[src/rtl/lsu_dat_sequencer.sv]
// Load/store data sequencer: turns one core access into one or two aligned
// memory beats, then returns the assembled, sign/zero-extended load result.
module lsu_dat_sequencer #(
    parameter int DATA_W      = 32,
    parameter int ADDR_W      = 32,
    parameter bit MISALIGN_EN = 1'b1
) (
    input  logic                i_clk,
    input  logic                i_rst_n,
    input  logic                i_req_valid,
    output logic                o_req_ready,
    input  logic                i_req_we,
    input  logic [2:0]          i_req_funct3,
    input  logic [ADDR_W-1:0]   i_req_addr,
    input  logic [DATA_W-1:0]   i_req_wdata,
    output logic                o_rsp_valid,
    input  logic                i_rsp_ready,
    output logic [DATA_W-1:0]   o_rsp_rdata,
    output logic                o_rsp_err,
    output logic                o_mem_valid,
    input  logic                i_mem_ready,
    output logic                o_mem_we,
    output logic [ADDR_W-1:0]   o_mem_addr,
    output logic [DATA_W-1:0]   o_mem_wdata,
    output logic [DATA_W/8-1:0] o_mem_strb,
    input  logic                i_mem_rvalid,
    input  logic [DATA_W-1:0]   i_mem_rdata
);
    localparam int NB    = DATA_W / 8;
    localparam int OFF_W = $clog2(NB);

    typedef enum logic [2:0] {IDLE, CMD0, WAIT0, CMD1, WAIT1, RESP} state_t;

    state_t              state_q, state_d;
    logic                we_q, we_d, split_q, split_d, err_q, err_d;
    logic [2:0]          f3_q, f3_d;
    logic [ADDR_W-1:0]   addr_q, addr_d;
    logic [DATA_W-1:0]   wdata_q, wdata_d, beat0_q, beat0_d, beat1_q, beat1_d;

    // Request decode at accept time
    logic [OFF_W-1:0] req_off;
    logic [3:0]       req_n;
    logic             req_split, req_illegal;
    assign req_off     = i_req_addr[OFF_W-1:0];
    assign req_n       = 4'd1 << i_req_funct3[1:0];
    assign req_split   = (int'(req_off) + int'(req_n)) > NB;
    assign req_illegal = (i_req_funct3[1:0] == 2'b11) && (DATA_W == 32);

    // Datapath from registered request
    logic [OFF_W-1:0]    off_q;
    logic [3:0]          n_q;
    logic [2*NB-1:0]     lane_en;
    logic [DATA_W-1:0]   wdata_m, rsh, rdata_ext;
    logic [2*DATA_W-1:0] wcat;
    logic [ADDR_W-1:0]   addr_al;
    logic                sign;

    assign off_q   = addr_q[OFF_W-1:0];
    assign n_q     = 4'd1 << f3_q[1:0];
    assign addr_al = {addr_q[ADDR_W-1:OFF_W], {OFF_W{1'b0}}};
    assign wcat    = {{DATA_W{1'b0}}, wdata_m} << {off_q, 3'b000};
    assign rsh     = DATA_W'({beat1_q, beat0_q} >> {off_q, 3'b000});

    always_comb begin
        lane_en   = '0;
        wdata_m   = '0;
        rdata_ext = '0;
        sign      = 1'b0;
        for (int i = 0; i < 2*NB; i++)
            lane_en[i] = (i >= int'(off_q)) && (i < int'(off_q) + int'(n_q));
        for (int i = 0; i < NB; i++) begin
            if (i < int'(n_q)) wdata_m[8*i +: 8] = wdata_q[8*i +: 8];
            if (i == int'(n_q) - 1) sign = rsh[8*i+7];
        end
        for (int i = 0; i < NB; i++)
            if (i < int'(n_q)) rdata_ext[8*i +: 8] = rsh[8*i +: 8];
            else               rdata_ext[8*i +: 8] = f3_q[2] ? 8'h00 : {8{sign}};
    end

    always_comb begin
        state_d = state_q;
        we_d    = we_q;
        f3_d    = f3_q;
        addr_d  = addr_q;
        wdata_d = wdata_q;
        split_d = split_q;
        err_d   = err_q;
        beat0_d = beat0_q;
        beat1_d = beat1_q;
        unique case (state_q)
            IDLE: if (i_req_valid) begin
                we_d    = i_req_we;
                f3_d    = i_req_funct3;
                addr_d  = i_req_addr;
                wdata_d = i_req_wdata;
                split_d = req_split;
                err_d   = req_illegal || (req_split && !MISALIGN_EN);
                state_d = err_d ? RESP : CMD0;
            end
            CMD0:  if (i_mem_ready) state_d = WAIT0;
            WAIT0: if (i_mem_rvalid) begin
                beat0_d = i_mem_rdata;
                state_d = split_q ? CMD1 : RESP;
            end
            CMD1:  if (i_mem_ready) state_d = WAIT1;
            WAIT1: if (i_mem_rvalid) begin
                beat1_d = i_mem_rdata;
                state_d = RESP;
            end
            RESP:  if (i_rsp_ready) state_d = IDLE;
            default: state_d = IDLE;
        endcase
    end

    always_ff @(posedge i_clk) begin
        if (!i_rst_n) begin
            state_q <= IDLE;
            we_q    <= 1'b0;
            f3_q    <= '0;
            addr_q  <= '0;
            wdata_q <= '0;
            split_q <= 1'b0;
            err_q   <= 1'b0;
            beat0_q <= '0;
            beat1_q <= '0;
        end else begin
            state_q <= state_d;
            we_q    <= we_d;
            f3_q    <= f3_d;
            addr_q  <= addr_d;
            wdata_q <= wdata_d;
            split_q <= split_d;
            err_q   <= err_d;
            beat0_q <= beat0_d;
            beat1_q <= beat1_d;
        end
    end

    // Outputs decode from state only, so they are zero outside their phase
    always_comb begin
        o_req_ready = (state_q == IDLE);
        o_mem_valid = 1'b0;
        o_mem_we    = 1'b0;
        o_mem_addr  = '0;
        o_mem_wdata = '0;
        o_mem_strb  = '0;
        o_rsp_valid = 1'b0;
        o_rsp_err   = 1'b0;
        o_rsp_rdata = '0;
        if (state_q == CMD0) begin
            o_mem_valid = 1'b1;
            o_mem_we    = we_q;
            o_mem_addr  = addr_al;
            o_mem_wdata = wcat[DATA_W-1:0];
            o_mem_strb  = lane_en[NB-1:0] & {NB{we_q}};
        end else if (state_q == CMD1) begin
            o_mem_valid = 1'b1;
            o_mem_we    = we_q;
            o_mem_addr  = addr_al + ADDR_W'(NB);
            o_mem_wdata = wcat[2*DATA_W-1:DATA_W];
            o_mem_strb  = lane_en[2*NB-1:NB] & {NB{we_q}};
        end else if (state_q == RESP) begin
            o_rsp_valid = 1'b1;
            o_rsp_err   = err_q;
            o_rsp_rdata = (we_q || err_q) ? '0 : rdata_ext;
        end
    end
endmodule

[config.mk]
export PLATFORM = sky130hd
export DESIGN_NAME = lsu_dat_sequencer
export DESIGN_NICKNAME = d
export VERILOG_FILES = /design/src/rtl/lsu_dat_sequencer.sv
export SDC_FILE = /design/constraint.sdc
export NUM_CORES = 1
export LEC_CHECK = 0
export ABC_AREA = 1
export BUFFER_PORTS_ARGS = -buffer_cell sky130_fd_sc_hd__buf_4
export CORE_MARGIN = 1.5
export CORE_UTILIZATION = 49
export CTS_CLUSTER_DIAMETER = 120
export CTS_CLUSTER_SIZE = 30
export DETAILED_ROUTE_END_ITERATION = 10
export PLACE_DENSITY = 0.78
export SLEW_MARGIN = 10
export SYNTH_ARGS = -nofsm -noshare
export SYNTH_HDL_FRONTEND = slang
export SYNTH_SLANG_ARGS = --single-unit
[constraint.sdc]
create_clock -name i_clk -period 1.8 [get_ports i_clk]
set_input_delay 0.09 -clock i_clk [delete_from_list [all_inputs] [get_ports i_clk]]
set_output_delay 0.09 -clock i_clk [all_outputs]
set_load 0.05 [all_outputs]
==> summary.md, run 1 <==
| Metric | Value |
|---|---|
| Outcome | `stopped before the end` |
| Last stage | `global routing` |
| Tool Error | `[ERROR GRT-0232] Routing congestion too high. Check the congestion heatmap in the GUI.` |
| XOR/XNOR Fraction of Synth Area | `0.5381%` |
| Clock sink count | `about 130` |
| Mux share of post-synthesis cell area | `0%` |
| Async SR Flop Fraction | `0%` |
| Num CTS Buffers | `17` |
| Syn_area_per_cell | `about 6.5 um2` |
| I/O pin total | `around 210` |
| Cell Rows | `between 40 and 50` |
| Die Height | `~130 um` |
| Global Route Usage Sum | `104.3%` |
| GR Overflow Total | `1975` |
| Routability Congestion | `0.9552` |
| Dpl cell area | `between 0.01 and 0.015 mm2` |
| Largest net degree at the start of global routing | `57` |
| EDFF count, synth | `0` |
| Post-DP HPWL | `20490 um` |
| Initial Util | `~51%` |
| Syn Inst Count | `between 1k and 1.5k` |
| Input/output buffers | `around 210` |
| Bufs on Longest Clock Path | `2` |
| Post-synthesis cell type count | `44` |
| Post-Synth Simple-Gate Area | `25.58%` |
| Seq/Total Area, Yosys | `31.73%` |
| Adder-cell share of the synthesized area | `between 1 and 1.5%` |
| Synthesis-stage register bit count | `roughly 130` |
| Synth Flop Type | `dfxtp_1` |
| Die Span X | `around 130 um` |
| Mapped cell area | `between 0.008 and 0.009 mm2` |
| Placed Cells | `1666` |
| Htree depth | `4` |
| Largest family of logic cells by synthesized area | `compound AO/OA/AOI/OAI gates` |
| Worst endpoint left by the global-route repair_timing run | `o_mem_strb[1]` |
| Worst End Pin Type | `top-level output` |
| CTS root buf | `clkbuf_16` |
| Synth warnings | `0` |
| Compound-Gate Fraction of Synth Area | `29.63%` |
[synthesized netlist by cell type, drive strengths merged, types with 17 or more instances]
library cell,instances,area [um2]
nand3,40,227.7
nor2,191,759.5
nand2,229,900.9
o22ai,35,300.3
dfxtp,129,2582
buf,62,377.9
o221ai,17,186.4
clkbuf,21,78.83
nor3,30,161.4
inv,123,466.7
a21oi,131,730.7
o21ai,214,1071
[stage by stage]
stage	hold slack, ns	TNS [ns]	worst slack (ns)
after CTS	0.005852	-14.40	-0.3675
after detailed placement	0.3279	-0.1713	-0.09290
after floorplan	0.2249	-2.311	-0.3890
after global placement	0.3228	-0.003278	-0.003278
[routing by layer]
layer / track usage [%] / GRT overflow
met1: 90.76 / 12
met2: 141.4 / 1487
met3: 77.12 / 19
met4: 121.2 / 456
met5: 27.50 / 1
[logic make-up after synthesis]
logic type / after synthesis
XOR/XNOR: 5
flip-flops: 129
AO/OA/AOI/OAI: 414
buffers and inverters: 208
other: 1
adder cells (fa/ha/maj): 6
AND/OR/NAND/NOR: 495
[repair_timing]
action | in CTS
setup buffers | 44
gates resized for setup | 493
endpoints found under the hold margin | 120
pin swaps | 99
hold buffers | 96
endpoints found under the setup margin | 98
cloned | 13
==> run 2: changes to the inputs <==
Settings changed: CORE_UTILIZATION 49 to 40, CTS_CLUSTER_DIAMETER 120 to unset, CTS_CLUSTER_SIZE 30 to unset, PLACE_DENSITY 0.78 to unset, PLACE_DENSITY_LB_ADDON set to 0.15.
Clock period 1.8 ns to 2.3 ns, I/O delays scaled along.
==> summary.md, run 2 <==
| Metric | Value |
|---|---|
| Outcome | `complete, no violations` |
| Vias | `~9.5k` |
| Input/output buffers | `approximately 210` |
| DRT Wirelength | `between 20000 and 30000 um` |
| Routability Congestion | `0.9391` |
| Yosys top cell by area | `dfxtp_1` |
| DR top layer | `met4` |
| First DRT Iteration DRCs | `about 800` |
| Hold Path End | `wdata_q[7]$_SDFFE_PN0P_` |
| Final ANT Viol Nets | `0` |
| Die Span X | `about 150 um` |
| Flop-to-flop setup slack | `approximately 0.34 ns` |
| CP top delay family | `buffers and inverters` |
| # setup viols final | `0` |
| I/O pin total | `roughly 210` |
| Top-area cell type share of the netlist area | `roughly a third` |
| Htree depth | `4` |
| WL met2 | `roughly 14000 um` |
| Ant diodes | `0` |
| Final Critical Period | `around 2.3 ns` |
| Power per cell area | `~1100 mW/mm2` |
| Synth warnings | `0` |
| Top cells by count, synth | `nand2_1, nor2_1, o21ai_0` |
| Largest registers | `addr_q (32), beat0_q (32), wdata_q (32)` |
| Vias per cell | `around 5.3` |
| Placed Cells | `1672` |
| Rel. slew slack | `37.83%` |
| Finished Cell Area | `roughly 0.012 mm2` |
| Share of cells above drive strength 1 | `between 20% and 30%` |
| Sw frac | `46.99%` |
| Crit path kind | `reg -> out` |
| Critical path launch point type | `register` |
| Largest family of logic cells by synthesized area | `compound AO/OA/AOI/OAI gates` |
| Cell depth of the worst hold path | `3` |
| EDFF count, synth | `0` |
| Post-DP HPWL | `20310 um` |
| Num CTS Buffers | `17` |
| Logic pwr share | `49.3%` |
| Critical-path cell with the highest stage delay | `dfxtp_1` |
| Worst Path Required | `~2.2 ns` |
| Clock network power share | `23.2%` |
| Post-synthesis cell type count | `44` |
| Cell Rows | `between 50 and 60` |
| Hold Crit Start | `i_req_wdata[7]` |
| Hold Fails Final Rpt | `0` |
| Most frequent cells in the layout | `buf_4, nand2_1, nor2_1` |
| DRC viols | `0` |
| Vias in the first global route | `about 8.8k` |
| NetSw | `5880 uW` |
| GR Overflow Total | `0` |
| Internal | `around 6600 uW` |
| Non-Filler Instances | `around 1.8k` |
| Synth top area cells | `dfxtp_1, nand2_1, o21ai_0` |
| Clk_skew | `0.009032 ns` |
| Most common cell in the netlist | `nand2_1` |
| Worst Path Max Fanout | `19` |
| Die Footprint | `~0.021 mm2` |
| Synthesis-stage register bit count | `approximately 130` |
| Period utilization | `between 90% and 100%` |
| Fmax achieved | `roughly 440 MHz` |
| Critical path's largest stage delay | `between 0.4 and 0.5 ns` |
| Mapped cell area | `between 0.008 and 0.009 mm2` |
| Area delta synth->final | `43.87%` |
| Dpl cell area | `between 0.009 and 0.01 mm2` |
| Clock sink count | `129` |
| Fin nets | `1643` |
| Compound-Gate Fraction of Synth Area | `~30%` |
| Worst path cell trace | `nand2_4 > nor2_4 > inv_2 > o21ai_0 > buf_4` |
| Commonest non-fill, non-tap cell in the layout | `buf_4` |
| Largest net degree at the start of global routing | `67` |
| Hold_ws | `around 0.0016 ns` |
| R2R cell count | `7` |
| Met3 wire length | `about 2200 um` |
| Initial Util | `41.27%` |
| Sequential power share | `27.5%` |
| Max Cap Violations | `0` |
| Core Footprint | `0.01972 mm2` |
| Async SR Flop Fraction | `0%` |
| Post-Synth Simple-Gate Area | `approximately 26%` |
| Worst min-delay path category | `in -> reg` |
| Final Core Density | `approximately three fifths` |
| Crit end category | `primary output` |
| WL met1 | `around 13000 um` |
| CTS tree | `done` |
| XOR/XNOR Fraction of Synth Area | `0.5381%` |
| Drt wl/cell | `between 15 and 20 um` |
| Initial antenna violation count | `0` |
| Slew @ Worst Pin | `between 0.9 and 1 ns` |
| Mux share of post-synthesis cell area | `0%` |
| Worst vdd rail ir drop | `about 0.6 mV` |
| Syn Inst Count | `1258` |
| Slew Viols, Final | `0` |
| Die Height | `between 100 and 150 um` |
| RSZ-0062 raised after global routing | `yes` |
| Global Route Usage Sum | `a little over a quarter` |
| Buf/Inv on CP | `2` |
| Synth Flop Type | `dfxtp_1` |
| Syn_area_per_cell | `between 6 and 7 um2` |
| Adder-cell share of the synthesized area | `1.015%` |
| Bufs on Longest Clock Path | `2` |
| First-pass GRT wire length | `~45000 um` |
| P_leak | `between 0.004 and 0.005 uW` |
| CTS root buf | `clkbuf_16` |
| Seq/Total Area, Yosys | `roughly a third` |
| Total power | `12510 uW` |
| Reg-to-Reg End | `beat0_q[28]$_SDFFE_PN0P_` |
| Worst-Skew Late Latency | `0.43 ns` |
| CTS clk-pin slew, worst paths | `approximately 0.060 ns` |
| Drt first pass iters | `5` |
| Crit path DAT | `between 2 and 2.5 ns` |
| FF-to-FF Start | `state_q[2]$_SDFFE_PN0P_` |
run 2: cell counts after synthesis:
Identical to the previous run, type by type.
run 2: metal layers:
layer	vias to the layer above	global-route usage (%)
met1	4379	35.12
met5	-	0
met3	35	4.859
li1	4745	-
met4	0	7.857
met2	371	43.40
run 2: cell type report:
cell class,instances,area [um2]
Clock inverter,15,196.4
Clock buffer,17,425.4
Timing Repair Buffer,336,2840
Tap cell,265,331.6
Inverter,125,495.5
Fill cell,1907,8010
Multi-Input combinational cell,922,4815
Sequential cell,129,2604
run 2: how the worst max path moves through the flow:
stage               cells after the start               to                     from  slack, ns
finish                                  5   o_mem_addr[17]  state_q[0]$_SDFFE_PN0P_       0.03
global route                           13    o_mem_strb[0]     f3_q[0]$_SDFFE_PN0P_      -0.04
CTS                                     7  o_rsp_rdata[12]   addr_q[0]$_SDFFE_PN0P_      -0.06
detailed placement                     12    o_mem_strb[0]   addr_q[1]$_SDFFE_PN0P_       0.29
global placement                        8   o_mem_addr[18]  state_q[2]$_SDFFE_PN0P_       0.34
floorplan                              13    o_mem_strb[0]     f3_q[1]$_SDFFE_PN0P_      -0.02
run 2: stage by stage:
step | worst slack [ns] | setup TNS (ns)
2_1_floorplan | -0.02434 | -0.04869
3_3_place_gp | 0.3431 | 0
3_5_place_dp | 0.2933 | 0
4_1_cts | -0.05589 | -0.3027
5_1_grt | -0.04066 | -0.1156
6_report | 0.02526 | 0
run 2: cells by family (layout without fill, tap and decap cells):
logic type	after synthesis	after routing
adders and majority gates	6	6
DFF	129	129
xor gates and xnor gates	5	5
and+or+nand+nor	495	495
buffers and inverters	208	493
other	1	2
AOI/OAI and AO/OA	414	414
run 2: power groups by stage:
stage | logic, uW | clock network, uW | registers, uW
after global routing | 6730 | 3030 | 3530
after global placement | 5590 | 0 | 3420
after detailed placement | 5630 | 0 | 3430
after floorplan | 4360 | 0 | 3250
final | 6160 | 2910 | 3440
after CTS | 5900 | 2940 | 3400
run 2: timing repair:
| action | CTS | global route |
|---|---|---|
| gates resized for setup | 18 | 68 |
| setup buffers | 5 | 14 |
| pin swaps | 2 | 15 |
| hold buffers | 86 | 0 |
| endpoints found under the setup margin | 62 | 65 |
| gates cloned | 0 | 0 |
| endpoints found under the hold margin | 108 | 0 |
run 2: worst register-to-register path, stage by stage, from the launching register on:
cell     delay [ns]
dfxtp_2        0.41
inv_2          0.08
buf_4          0.16
nand3_2        0.11
nor2_4         0.05
inv_2          0.67
o21ai_0        0.28
a21oi_2        0.14
Note: power is estimated with default switching activity, not from simulation.
==> run 3: changes to the inputs <==
Settings changed: CAP_MARGIN set to 20, GPL_TIMING_DRIVEN set to 0.
==> summary.md, run 3 (synthesis gave the netlist of run 2 again) <==
| Metric | Value |
|---|---|
| Outcome | `complete, but fails checks` |
| Failing checks | `setup timing` |
| Bufs on Longest Clock Path | `2` |
| Logic pwr share | `a little over half` |
| Worst Path Required | `around 2.2 ns` |
| Crit path kind | `reg -> out` |
| Share of cells above drive strength 1 | `roughly 29%` |
| Largest registers | `addr_q (32), beat0_q (32), wdata_q (32)` |
| Fin nets | `1713` |
| Worst min-delay path category | `in -> reg` |
| Area delta synth->final | `50.75%` |
| Rel. slew slack | `a little under three fifths` |
| Clock sink count | `around 130` |
| Drt wl/cell | `between 15 and 20 um` |
| Placed Cells | `1731` |
| Crit end category | `primary output` |
| First DRT Iteration DRCs | `slightly above 900` |
| Global Route Usage Sum | `about a third` |
| Critical path launch point type | `register` |
| Die Footprint | `approximately 0.021 mm2` |
| Slew Viols, Final | `0` |
| DRC viols | `0` |
| Critical-path cell with the highest stage delay | `dfxtp_2` |
| Period utilization | `102.6%` |
| Sequential power share | `a little over a quarter` |
| # setup viols final | `8` |
| Crit path DAT | `around 2.2 ns` |
| I/O pin total | `roughly 210` |
| Post-DP HPWL | `approximately 25000 um` |
| Clk_skew | `~0.0086 ns` |
| Routability Congestion | `about 1` |
| Vias per cell | `approximately 5.5` |
| Most frequent CP cell | `buf_6` |
| Commonest non-fill, non-tap cell in the layout | `buf_4` |
| Critical path's largest stage delay | `about 0.34 ns` |
| CTS root buf | `clkbuf_16` |
| Worst Path Max Fanout | `4` |
| Max Cap Violations | `0` |
| Die Height | `~150 um` |
| Worst path cell trace | `buf_6 > nor2_4 > buf_6 > ha_4 > ha_4 > inv_2 > nand2_4 > xor2_4 > nand2_2 > nand2_4 > o21ai_4 > buf_6` |
| Final WS setup | `-0.05990 ns` |
| Worst-Skew Late Latency | `roughly 0.44 ns` |
| CTS tree | `done` |
| Worst vdd rail ir drop | `between 0.7 and 0.8 mV` |
| Cell Rows | `between 50 and 60` |
| Slew @ Worst Pin | `about 0.67 ns` |
| Largest net degree at the start of global routing | `17` |
| Vias in the first global route | `a little under 10k` |
| First-pass GRT wire length | `between 50000 and 60000 um` |
| Place WS | `-0.5006 ns` |
| Non-Filler Instances | `about 1.9k` |
| Input/output buffers | `about 210` |
| Clock network power share | `between 10% and 20%` |
| Hold Fails Final Rpt | `0` |
| NetSw | `roughly 6400 uW` |
| Ant diodes | `0` |
| Num CTS Buffers | `17` |
| Htree depth | `4` |
| Total power | `around 13000 uW` |
| Internal | `6731 uW` |
| Die Span X | `roughly 150 um` |
| Final Critical Period | `around 2.4 ns` |
| Fmax achieved | `~420 MHz` |
| Vias | `10.25k` |
| CTS clk-pin slew, worst paths | `around 0.060 ns` |
| P_leak | `slightly above 0.005 uW` |
| Drt first pass iters | `5` |
| RSZ-0062 raised after global routing | `yes` |
| Initial antenna violation count | `0` |
| Initial Util | `between 40% and 50%` |
| Core Footprint | `about 0.020 mm2` |
| Hold_ws | `0.005169 ns` |
| Sw frac | `around half` |
| Final ANT Viol Nets | `0` |
| DRT Wirelength | `between 30000 and 40000 um` |
| Dpl cell area | `approximately 0.01 mm2` |
| Power per cell area | `1073 mW/mm2` |
| Finished Cell Area | `0.01227 mm2` |
| GR Overflow Total | `0` |
| Most frequent cells in the layout | `buf_4, nand2_1, nor2_1` |
-- run 3: metal layers --
layer	track usage (%)	wire length, um	vias to the layer above
met4	13.01	1492	0
met5	0	0	-
met3	5.361	2874	108
met2	48.74	15230	532
li1	-	-	4896
met1	42.95	14950	4710
-- run 3: repair_timing --
item,CTS,global route
endpoints found under the setup margin,82,76
cloned,0,2
resized for setup,64,110
pin swaps,8,19
hold buffers,96,0
endpoints found under the hold margin,120,0
setup buffers,12,8
-- run 3: power by group through the flow --
stage / Sequential, uW / Clock, uW / Combinational, uW
global placement: 3400 / 0 / 6020
floorplan: 3250 / 0 / 4360
detailed placement: 3400 / 0 / 6060
finish: 3430 / 2610 / 7120
global route: 3500 / 2720 / 7630
CTS: 3390 / 2610 / 6510
-- run 3: path summary, 6_finish.rpt --
kind	startpoint	cells past startpoint	endpoint	slack, ns
worst max-delay path	f3_q[1]$_SDFFE_PN0P_	12	o_mem_strb[1]	-0.06
worst min-delay path	i_req_addr[22]	3	addr_q[22]$_SDFFE_PN0P_	0.005
worst max register to register	state_q[1]$_SDFFE_PN0P_	8	f3_q[0]$_SDFFE_PN0P_	0.60
worst min register to register	wdata_q[14]$_SDFFE_PN0P_	2	wdata_q[14]$_SDFFE_PN0P_	0.46
-- run 3: area by class of cell --
class                   instances  area (um2)
well taps                     265       331.6
clock buffers                  17       425.4
fillers                      1854        7450
multi-input cells             922        4951
clock inverters                15       125.1
inverters                     125       484.2
plain buffers                  81       549.3
flip-flops and latches        129        2603
repair buffers                325        2799
-- run 3: metrics by stage --
stage	TNS (ns)	utilization, %
after floorplan	-0.04869	-
after global placement	-1.900	50.89
after detailed placement	-1.900	50.89
after CTS	-0.1613	59.98
after global routing	-2.176	62.22
final	-0.1161	62.22
-- run 3: worst max-delay path: cells and delay by family, from the launching register on --
| family | cells | cell delay [ns] |
|---|---|---|
| flops | 1 | 0.34 |
| compound gates | 1 | 0.19 |
| xor+xnor | 1 | 0.17 |
| simple gates | 4 | 0.31 |
| buf+inv | 4 | 0.49 |
| fa+ha+maj | 2 | 0.31 |
==> run 4: changes to the inputs <==
Settings changed: CORE_ASPECT_RATIO set to 1.25.
==> summary.md, run 4 (synthesis gave the netlist of run 2 again) <==
| Metric | Value |
|---|---|
| Critical path launch point type | `register` |
| Initial antenna violation count | `0` |
| Slew Viols, Final | `0` |
| Clock sink count | `129` |
| Fillers | `approximately 2.0k` |
| CTS tree | `done` |
| CTS root buf | `clkbuf_16` |
| First-pass GRT wire length | `around 51000 um` |
| Die Height | `about 160 um` |
| Worst-Skew Late Latency | `0.44 ns` |
| Rel. slew slack | `roughly 50%` |
| First DRT Iteration DRCs | `~870` |
| Power per cell area | `~1100 mW/mm2` |
| Most frequent cells in the layout | `buf_4, nand2_1, nor2_1` |
| Commonest non-fill, non-tap cell in the layout | `buf_4` |
| Global Route Usage Sum | `31.72%` |
| Worst Path Max Fanout | `4` |
| Placed Cells | `1736` |
| Vias | `10.19k` |
| I/O pin total | `211` |
| Ant diodes | `0` |
| Worst Path Required | `around 2.2 ns` |
| WL met2 | `approximately 16000 um` |
| Area delta synth->final | `48.11%` |
| CTS clk-pin slew, worst paths | `roughly 0.07 ns` |
| Die Footprint | `0.02121 mm2` |
| Cell Rows | `58` |
| Share of cells above drive strength 1 | `between 20% and 30%` |
| Crit end category | `primary output` |
| Total power | `12930 uW` |
| GR Overflow Total | `0` |
| WL met1 | `13880 um` |
| Post-DP HPWL | `roughly 25000 um` |
| Fin nets | `1701` |
| Largest net degree at the start of global routing | `17` |
| Htree depth | `4` |
| Clk_skew | `0.008678 ns` |
| Initial Util | `40.63%` |
| Core Footprint | `0.02003 mm2` |
| Worst vdd rail ir drop | `0.6961 mV` |
| Input/output buffers | `207` |
| Vias in the first global route | `~9.8k` |
| Drt wl/cell | `roughly 18 um` |
| Num CTS Buffers | `17` |
| FF-to-FF Start | `state_q[1]$_SDFFE_PN0P_` |
| Outcome | `complete, no violations` |
| Worst min-delay path category | `in -> reg` |
| Fmax achieved | `~440 MHz` |
| Drt first pass iters | `5` |
| RSZ-0062 raised after global routing | `yes` |
| # setup viols final | `0` |
| Final Critical Period | `approximately 2.3 ns` |
| Routability Congestion | `0.9373` |
| Die Span X | `130.6 um` |
| Crit path DAT | `between 2 and 2.5 ns` |
| Non-Filler Instances | `roughly 1.9k` |
| Final ANT Viol Nets | `0` |
| Period utilization | `between 90% and 100%` |
| Met3 wire length | `roughly 2400 um` |
| Largest registers | `addr_q (32), beat0_q (32), wdata_q (32)` |
| Max Cap Violations | `0` |
| Hold Crit Start | `i_req_addr[28]` |
| Crit path kind | `reg -> out` |
| Vias per cell | `about 5.4` |
| DRC viols | `0` |
| DRT Wirelength | `between 30000 and 40000 um` |
| Hold Fails Final Rpt | `0` |
| P_leak | `0.004948 uW` |
| DR top layer | `met4` |
| Slew @ Worst Pin | `around 0.77 ns` |
| Bufs on Longest Clock Path | `2` |
| Crit path launch | `f3_q[1]$_SDFFE_PN0P_` |
run 4: worst max-delay path: stages, from the launching register on:
cell and delay, ns:
dfxtp_2 0.33, buf_6 0.13, nor2_4 0.09, buf_6 0.10
ha_2 0.20, nand2_1 0.08, a21oi_2 0.21, inv_2 0.10
nand2_2 0.10, nand2_2 0.07, o21ai_2 0.15, buf_6 0.18
run 4: final timing paths:
| check | to | slack, ns | cells past startpoint |
|---|---|---|---|
| worst max register to register | addr_q[29]$_SDFFE_PN0P_ | 0.55 | 8 |
| worst max-delay path | o_mem_strb[0] | 0.003 | 11 |
| worst min register to register | wdata_q[10]$_SDFFE_PN0P_ | 0.45 | 2 |
| worst min-delay path | addr_q[28]$_SDFFE_PN0P_ | 0.003 | 3 |
run 4: power breakdown:
group / leakage (uW) / internal [uW] / switching (uW)
clock: 0.000273 / 1430 / 1240
sequential: 0.00106 / 2910 / 524
combinational: 0.00361 / 2210 / 4610
run 4: final cells by class:
type | instances | area, um2 | area share [%]
Clock inverter | 15 | 141.4 | 1.173
Tap cell | 270 | 337.8 | 2.803
Multi-Input combinational cell | 922 | 4852 | 40.26
Sequential cell | 129 | 2597 | 21.55
Buffer | 81 | 540.5 | 4.485
Clock buffer | 17 | 425.4 | 3.530
Inverter | 125 | 486.7 | 4.038
Timing Repair Buffer | 313 | 2671 | 22.16
run 4: through the flow:
step,setup TNS (ns),setup WS [ns],util (%),cell area (um2),hold slack (ns)
3_5_place_dp,-1.877,-0.4944,50.13,10040,0.3549
2_1_floorplan,-0.04869,-0.02434,-,8149,0.2499
3_3_place_gp,-1.792,-0.4659,50.13,10040,0.3467
5_1_grt,-0.8858,-0.06976,60.18,12050,0.02115
4_1_cts,-0.1465,-0.05378,58.87,11790,0.001850
6_report,0,0.003067,60.18,12050,0.002963
run 4: repair_timing:
action	CTS	global route
endpoints found under the hold margin	114	0
pin swaps	8	10
setup buffers	12	3
resized for setup	67	80
gates cloned	0	0
hold buffers	91	0
setup endpoints to repair	71	70
run 4: per-layer routing:
metal | GRT usage [%] | vias to the layer above
met5 | 0 | -
met1 | 39.20 | 4736
met4 | 16.13 | 0
met2 | 52.97 | 474
met3 | 4.993 | 92
li1 | - | 4883
